===== src/rtl/cp0_exc_unit.sv =====
`default_nettype none
// ============================================================================
//  Module   : cp0_exc_unit
//  Purpose  : Coprocessor-0 exception/interrupt unit for a classic 5-stage
//             MIPS-style pipeline. Holds SR (12), Cause (13), EPC (14) and
//             PRId (15). It detects interrupts and exceptions at the commit
//             point, raises a combinational flush request and captures the
//             exception context on the following rising edge.
//  Revision : 1.0 - initial release
// ----------------------------------------------------------------------------
//  Ports
//    clk        in   1   rising-edge system clock
//    reset      in   1   asynchronous, active-low reset
//    A1         in   5   mfc0 read register number
//    A2         in   5   mtc0 write register number
//    DIn        in  32   mtc0 write data
//    EN         in   1   mtc0 write enable
//    PC         in  32   PC of the instruction at the commit point
//    BDIn       in   1   commit instruction sits in a branch delay slot
//    ExcCodeIn  in   5   exception code from the pipeline (0 = none)
//    HWInt      in   6   level-sensitive external interrupt lines
//    EXLClr     in   1   eret at the commit point
//    Req        out  1   flush/redirect request to all pipeline registers
//    EPCOut     out 32   eret return address (with mtc0 EPC bypass)
//    DOut       out 32   mfc0 read data
// ============================================================================
module cp0_exc_unit (
   input  logic        clk,
   input  logic        reset,
   input  logic [4:0]  A1,
   input  logic [4:0]  A2,
   input  logic [31:0] DIn,
   input  logic        EN,
   input  logic [31:0] PC,
   input  logic        BDIn,
   input  logic [4:0]  ExcCodeIn,
   input  logic [5:0]  HWInt,
   input  logic        EXLClr,
   output logic        Req,
   output logic [31:0] EPCOut,
   output logic [31:0] DOut
);

   // -------------------------------------------------------------------------
   // Register numbers and constants
   // -------------------------------------------------------------------------
   localparam logic [4:0]  REG_SR     = 5'd12;
   localparam logic [4:0]  REG_CAUSE  = 5'd13;
   localparam logic [4:0]  REG_EPC    = 5'd14;
   localparam logic [4:0]  REG_PRID   = 5'd15;
   localparam logic [31:0] PRID_VALUE = 32'h2022_0007;

   // -------------------------------------------------------------------------
   // Architectural state
   // -------------------------------------------------------------------------
   logic [5:0]  sr_im_q,     sr_im_d;
   logic        sr_exl_q,    sr_exl_d;
   logic        sr_ie_q,     sr_ie_d;
   logic        cause_bd_q,  cause_bd_d;
   logic [5:0]  cause_ip_q,  cause_ip_d;
   logic [4:0]  cause_exc_q, cause_exc_d;
   // EPC is word aligned, so only bits [31:2] are stored.
   logic [31:2] epc_q,       epc_d;

   // -------------------------------------------------------------------------
   // Request detection
   // -------------------------------------------------------------------------
   logic        int_req;
   logic        exc_req;
   logic        req_w;
   logic        wr_sr;
   logic        wr_epc;
   logic [31:2] epc_capture;
   logic [31:0] sr_word;
   logic [31:0] cause_word;
   logic [31:0] epc_word;

   // Low PC bits never reach EPC (aligned capture); kept only as a sink.
   logic        unused_pc_lsbs;
   assign unused_pc_lsbs = ^PC[1:0];

   assign int_req = (|(HWInt & sr_im_q)) & sr_ie_q & ~sr_exl_q;
   assign exc_req = (ExcCodeIn != 5'd0) & ~sr_exl_q;

   // Reset gating keeps the pipeline from flushing while the unit is held.
   assign req_w = reset & (int_req | exc_req);
   assign Req   = req_w;

   assign wr_sr  = EN & (A2 == REG_SR);
   assign wr_epc = EN & (A2 == REG_EPC);

   // Delay-slot instructions restart at the branch: PC - 4. Working on the
   // word address, this is a decrement of PC[31:2] and wraps modulo 2^32.
   assign epc_capture = BDIn ? (PC[31:2] - 30'd1) : PC[31:2];

   // -------------------------------------------------------------------------
   // Next-state logic
   // -------------------------------------------------------------------------
   always_comb begin
      sr_im_d     = sr_im_q;
      sr_exl_d    = sr_exl_q;
      sr_ie_d     = sr_ie_q;
      cause_bd_d  = cause_bd_q;
      cause_exc_d = cause_exc_q;
      epc_d       = epc_q;

      // Pending interrupt lines are sampled every edge regardless of Req.
      cause_ip_d  = HWInt;

      if (req_w) begin
         // Exception/interrupt entry wins over eret and over any mtc0 in
         // the same cycle; the mtc0 instruction is being flushed anyway.
         sr_exl_d    = 1'b1;
         cause_bd_d  = BDIn;
         cause_exc_d = int_req ? 5'd0 : ExcCodeIn;
         epc_d       = epc_capture;
      end else begin
         if (wr_sr) begin
            sr_im_d  = DIn[15:10];
            sr_exl_d = DIn[1];
            sr_ie_d  = DIn[0];
         end
         if (wr_epc) begin
            epc_d = DIn[31:2];
         end
         // eret clears EXL even if a simultaneous mtc0 SR tried to set it.
         if (EXLClr) begin
            sr_exl_d = 1'b0;
         end
      end
   end

   // -------------------------------------------------------------------------
   // State registers
   // -------------------------------------------------------------------------
   always_ff @(posedge clk or negedge reset) begin
      if (!reset) begin
         sr_im_q     <= 6'd0;
         sr_exl_q    <= 1'b0;
         sr_ie_q     <= 1'b0;
         cause_bd_q  <= 1'b0;
         cause_ip_q  <= 6'd0;
         cause_exc_q <= 5'd0;
         epc_q       <= 30'd0;
      end else begin
         sr_im_q     <= sr_im_d;
         sr_exl_q    <= sr_exl_d;
         sr_ie_q     <= sr_ie_d;
         cause_bd_q  <= cause_bd_d;
         cause_ip_q  <= cause_ip_d;
         cause_exc_q <= cause_exc_d;
         epc_q       <= epc_d;
      end
   end

   // -------------------------------------------------------------------------
   // Read-side views
   // -------------------------------------------------------------------------
   assign sr_word    = {16'd0, sr_im_q, 8'd0, sr_exl_q, sr_ie_q};
   assign cause_word = {cause_bd_q, 15'd0, cause_ip_q, 3'd0, cause_exc_q, 2'd0};
   assign epc_word   = {epc_q, 2'b00};

   always_comb begin
      DOut = 32'd0;
      case (A1)
         REG_SR:    DOut = sr_word;
         REG_CAUSE: DOut = cause_word;
         REG_EPC:   DOut = epc_word;
         REG_PRID:  DOut = PRID_VALUE;
         default:   DOut = 32'd0;
      endcase
   end

   // mtc0 EPC directly followed by eret: forward the value being written so
   // the redirect does not have to wait for the register to update.
   always_comb begin
      EPCOut = epc_word;
      if (!reset) begin
         EPCOut = 32'd0;
      end else if (wr_epc) begin
         EPCOut = {DIn[31:2], 2'b00};
      end
   end

endmodule
`default_nettype wire


===== config.mk =====
export PLATFORM = sky130hd
export DESIGN_NAME = cp0_exc_unit
export DESIGN_NICKNAME = d
export VERILOG_FILES = /design/src/rtl/cp0_exc_unit.sv
export SDC_FILE = /design/constraint.sdc
export NUM_CORES = 1
export LEC_CHECK = 0
export CAP_MARGIN = 25
export CORE_MARGIN = 1.5
export CORE_UTILIZATION = 40
export DETAILED_ROUTE_END_ITERATION = 10
export GPL_TIMING_DRIVEN = 1
export PLACE_DENSITY_LB_ADDON = 0.05
export SETUP_SLACK_MARGIN = 0.02
export SYNTH_ARGS = -nofsm -noshare
export SYNTH_HDL_FRONTEND = slang
export SYNTH_SLANG_ARGS = --single-unit

===== constraint.sdc =====
create_clock -name clk -period 3.8 [get_ports clk]
set_clock_uncertainty 0.1 [all_clocks]
set_input_delay 0.57 -clock clk [delete_from_list [all_inputs] [get_ports clk]]
set_output_delay 0.57 -clock clk [all_outputs]
set_load 0.005 [all_outputs]

# Yosys cells after proc, flatten, opt, wreduce, memory -nomap -nowiden
# Index checks and enable logic that the tools add are counted.
# word_totals
ff_bits	50
out_inout_bits	65
word_cells	39
# op_classes
add_sub_neg	1
eq_ne	6
muxes	10
n_bitwise	10
reduce_logical	5
# op_table
cell	count
one-hot mux 32 bit (4 select lines)	1
two-way mux 30 bit	3
two-way mux 32 bit	2
== test 5 x 4 -> 1 bit, second input constant	6
subtractor 30 x 1 -> 30 bit, second input constant	1
bitwise AND 1 bit	6
bitwise AND 6 bit	1
OR reduction 6 bit	1
two-way mux 5 bit	1
nonzero test 5 bit	1
two-way mux 1 bit	3
nonzero test 3 bit	1
inverter 1 bit	2
AND reduction 2 bit	1
nonzero test 2 bit	1
bitwise OR 1 bit	1

# Longest topological paths before layout
# logic_depth
ltp_word	8
depth_mapped	7
mapped_depth_nobuf	7

# Worst setup path after synthesis
# OpenSTA, ideal clock, no wires.
# synth_path
path_kind	input to output
from	input ExcCodeIn[1]
to	output Req
t_arrival_ns	1.549
required_ns	3.130
slack_ns	1.581
cell_stages	4
path_cell_list	or4_1 -> nor2_1 -> a21boi_1 -> clkbuf_1
# synth_between
elab_chain_cells	4
# synth_lines
item	line_no	rtl
start, declared	36	input logic [4:0] ExcCodeIn,
nonzero test 5 bit	83	assign exc_req = (ExcCodeIn != 5'd0) & ~sr_exl_q;
bitwise AND 1 bit	83	
bitwise OR 1 bit	86	assign req_w = reset & (int_req | exc_req);
bitwise AND 1 bit	86	
end, declared	39	output logic Req,
# No other way between the ends.

# Final worst setup path
# layout_path
from	input A2[3]
to	output EPCOut[11]
# layout_between
elab_chain_cells	4
# layout_lines
item	line_no	rtl
start, declared	31	input logic [4:0] A2,
== test 5 x 4 -> 1 bit	90	assign wr_epc = EN & (A2 == REG_EPC);
bitwise AND 1 bit	90	
two-way mux 32 bit	180	end else if (wr_epc) begin
two-way mux 32 bit	178	if (!reset) begin
end, declared	40	output logic [31:0] EPCOut,
# No other way between the ends.

==> out/metrics.yaml <==
status: "finished, final reports clean"
hold_violations: 0
critPathKind: "in2out"
dr_wl_met3_um: 637
die_area_um2: 9181
ctsRootBufferMaster: "clkbuf_8"
grt_pass1_wl_mm: 15.39
drv_cap: 0
hp-class: "in2async"
port_buffers: 150
dp_slack_ps: 325.3
yosys-top-cells-area: "dfrtp_1, mux2i_1, xnor2_1, nor2b_1, nor2_1"
hold_buffers: 0
grt_pass1_vias: 3121
avgViaCountPerCell: 5.143
worst_skew_pair.late_latency_ps: 310
cts.path.max_buffers: 2
highest_layer: "met4"
cts_resized: 0
cts.htree.levels: 2
async_reset_ff_frac: 1.000
power_leakage_nw: 2.152
clkSinkCount: 50
die_w_um: 95.82
ys_ff_latch: 50
swShare: 0.3001
grt_max_degree: 41
rows: 33
hpwl_mm: 7.578
fin_crit_ps: 3503
slew_headroom: 0.5821
clockPowerShare: 0.235
place.gp.congestion: 0.7805
worst_pin_slew_ps: 626.8
synth_top_family_by_area: "simple AND/OR/NAND/NOR gates"
syn_avg_cell_area_um2: 9.598
final_common_cell: "clkdlybuf4s50_1"
clk_pin_slew_ps: 100
ir_drop_mv: 0.1767
setup_viol_count_final: 0
dr.pass1.iters: 4
cp-end-kind: "output pin"
ys_warn_count: 0
tns_ps: 0
worstPathArrival_ps: 2830
layout-area-overhead-vs-synth_pct: 50.47
cts_tree: "yes"
cts_buffers: 5
antenna_found_initial: 1
drive_above_1_share: 0.07466
cp_data_required_time_ps: 3130
critPathLaunchType: "input port"
initial_core_util: 0.4152
timing.fmax_mhz: 285.4
route.met2.wl_mm: 4.788
synth-compound-area-share: 0.05810
ios: 155
p_int_w: 0.001170
synth_mux_area_frac: 0.2179
total_power_w: 0.001672
grt.overflow.total: 0
instances_no_fill: 614
rsz0062_at_grt: "no"
seq_power_share: 0.425
period_share: 0.9219
synth-edff-count: 0
crit_path_max_fanout: 30
core_um2: 8299
synth_top_flop_cell: "dfrtp_1"
synth_area_leader_cell: "dfrtp_1"
wl_per_cell_um: 16.08
postCtsSetupRepairBufs: 0
p_per_area_nw_per_um2: 322.5
ant_nets: 0
netlist_instances: 359
switchingPower_w: 0.0005017
wl_mm: 9.876
vias: 3158
ys_seq_area_frac: 0.3631
drt_iter0_drc: 99
synth_top_area_share: 0.3631
fin_nets: 599
die_y_um: 95.82
grt.total_usage: 0.2203
wl_met1_mm: 4.363
synth_cell_type_count: 41
synth_xor_area_frac: 0.07371
drc_errors: 0
setup_ws_ps: 296.7
synth_area_um2: 3446
pwr-share-comb: 0.340
n_antenna_cell: 0
synth-simple-area-share: 0.2476
drv_slew: 0
synthAdderAreaFrac: 0.003631
dp.cells: 606
layout_common_cells: "clkdlybuf4s50_1, mux2i_1, dfrtp_1"
critical path, stage by stage:
cell and delay (ps):
clkdlybuf4s50_1 440, nor4bb_1 430, nand3_2 110, buf_4 320
mux2i_1 200, nor2b_1 220, clkdlybuf4s50_1 530
worst paths after layout:
check / from / to / slack, ps / depth (start not counted)
min: reset / sr_im_q[2] / 240 / 2
min reg2reg: cause_bd_q / cause_bd_q / 420 / 1
max reg2reg: sr_exl_q / cause_bd_q / 1620 / 4
max in group asynchronous: reset / epc_q[2] / 3040 / 2
min in group clk: cause_bd_q / cause_bd_q / 420 / 1
max: A2[3] / EPCOut[11] / 300 / 7
final cells by class:
class / instances / area [um^2]
timing repair buffer: 159 / 1564
tap: 105 / 131.4
fill: 759 / 3114
inverter: 8 / 30.03
clock buffer: 5 / 68.82
clock inverter: 3 / 45.04
multi-input combinational: 284 / 2095
sequential: 50 / 1251
cells in the mapped netlist, types with 8 or more instances:
cell	instances
mux2i_1	66
nor3_1	15
mux2_2	8
nor2b_1	34
a21oi_1	9
xnor2_1	25
nand2_1	14
nor2_1	35
inv_1	8
dfrtp_1	50
clkbuf_1	8
and2_1	15
nor4_1	8
metal layers:
metal,up-vias,global-route usage
met1,1524,0.2848
met2,82,0.3715
met3,7,0.05055
met5,-,0
li1,1545,-
met4,0,0.05270
flip-flops by register name (all words and copies together) (netlist names):
register / flops
epc_q: 30
cause_exc_q: 5
sr_im_q: 6
sr_exl_q: 1
cause_bd_q: 1
cause_ip_q: 6
sr_ie_q: 1
cells by family after synthesis:
group,Yosys count
compound gates,29
xor+xnor,29
fa+ha+maj,1
buf+inv,26
flops,50
mux,74
other cells,1
simple gates,149
per-stage QoR:
| step | hold WS [ps] | area [um^2] | utilization |
|---|---|---|---|
| 6_report | 236.4 | 5185 | 0.6248 |
| 5_1_grt | 255.6 | 5185 | 0.6248 |
| 4_1_cts | 240.4 | 5185 | 0.6248 |
| 3_5_place_dp | 410.0 | 5071 | 0.6110 |
| 3_3_place_gp | 401.7 | 5071 | 0.6110 |
| 2_1_floorplan | 174.4 | 3450 | - |
power by group through the flow:
stage / combinational [W] / clock [W] / sequential [W]
final: 0.000569 / 0.000393 / 0.000710
after global routing: 0.000626 / 0.000424 / 0.000725
after CTS: 0.000576 / 0.000404 / 0.000712
after detailed placement: 0.000573 / 0 / 0.000722
after global placement: 0.000563 / 0 / 0.000717
after floorplan: 0.000287 / 0 / 0.000699
No activity file was read; power rests on OpenSTA's default activity.
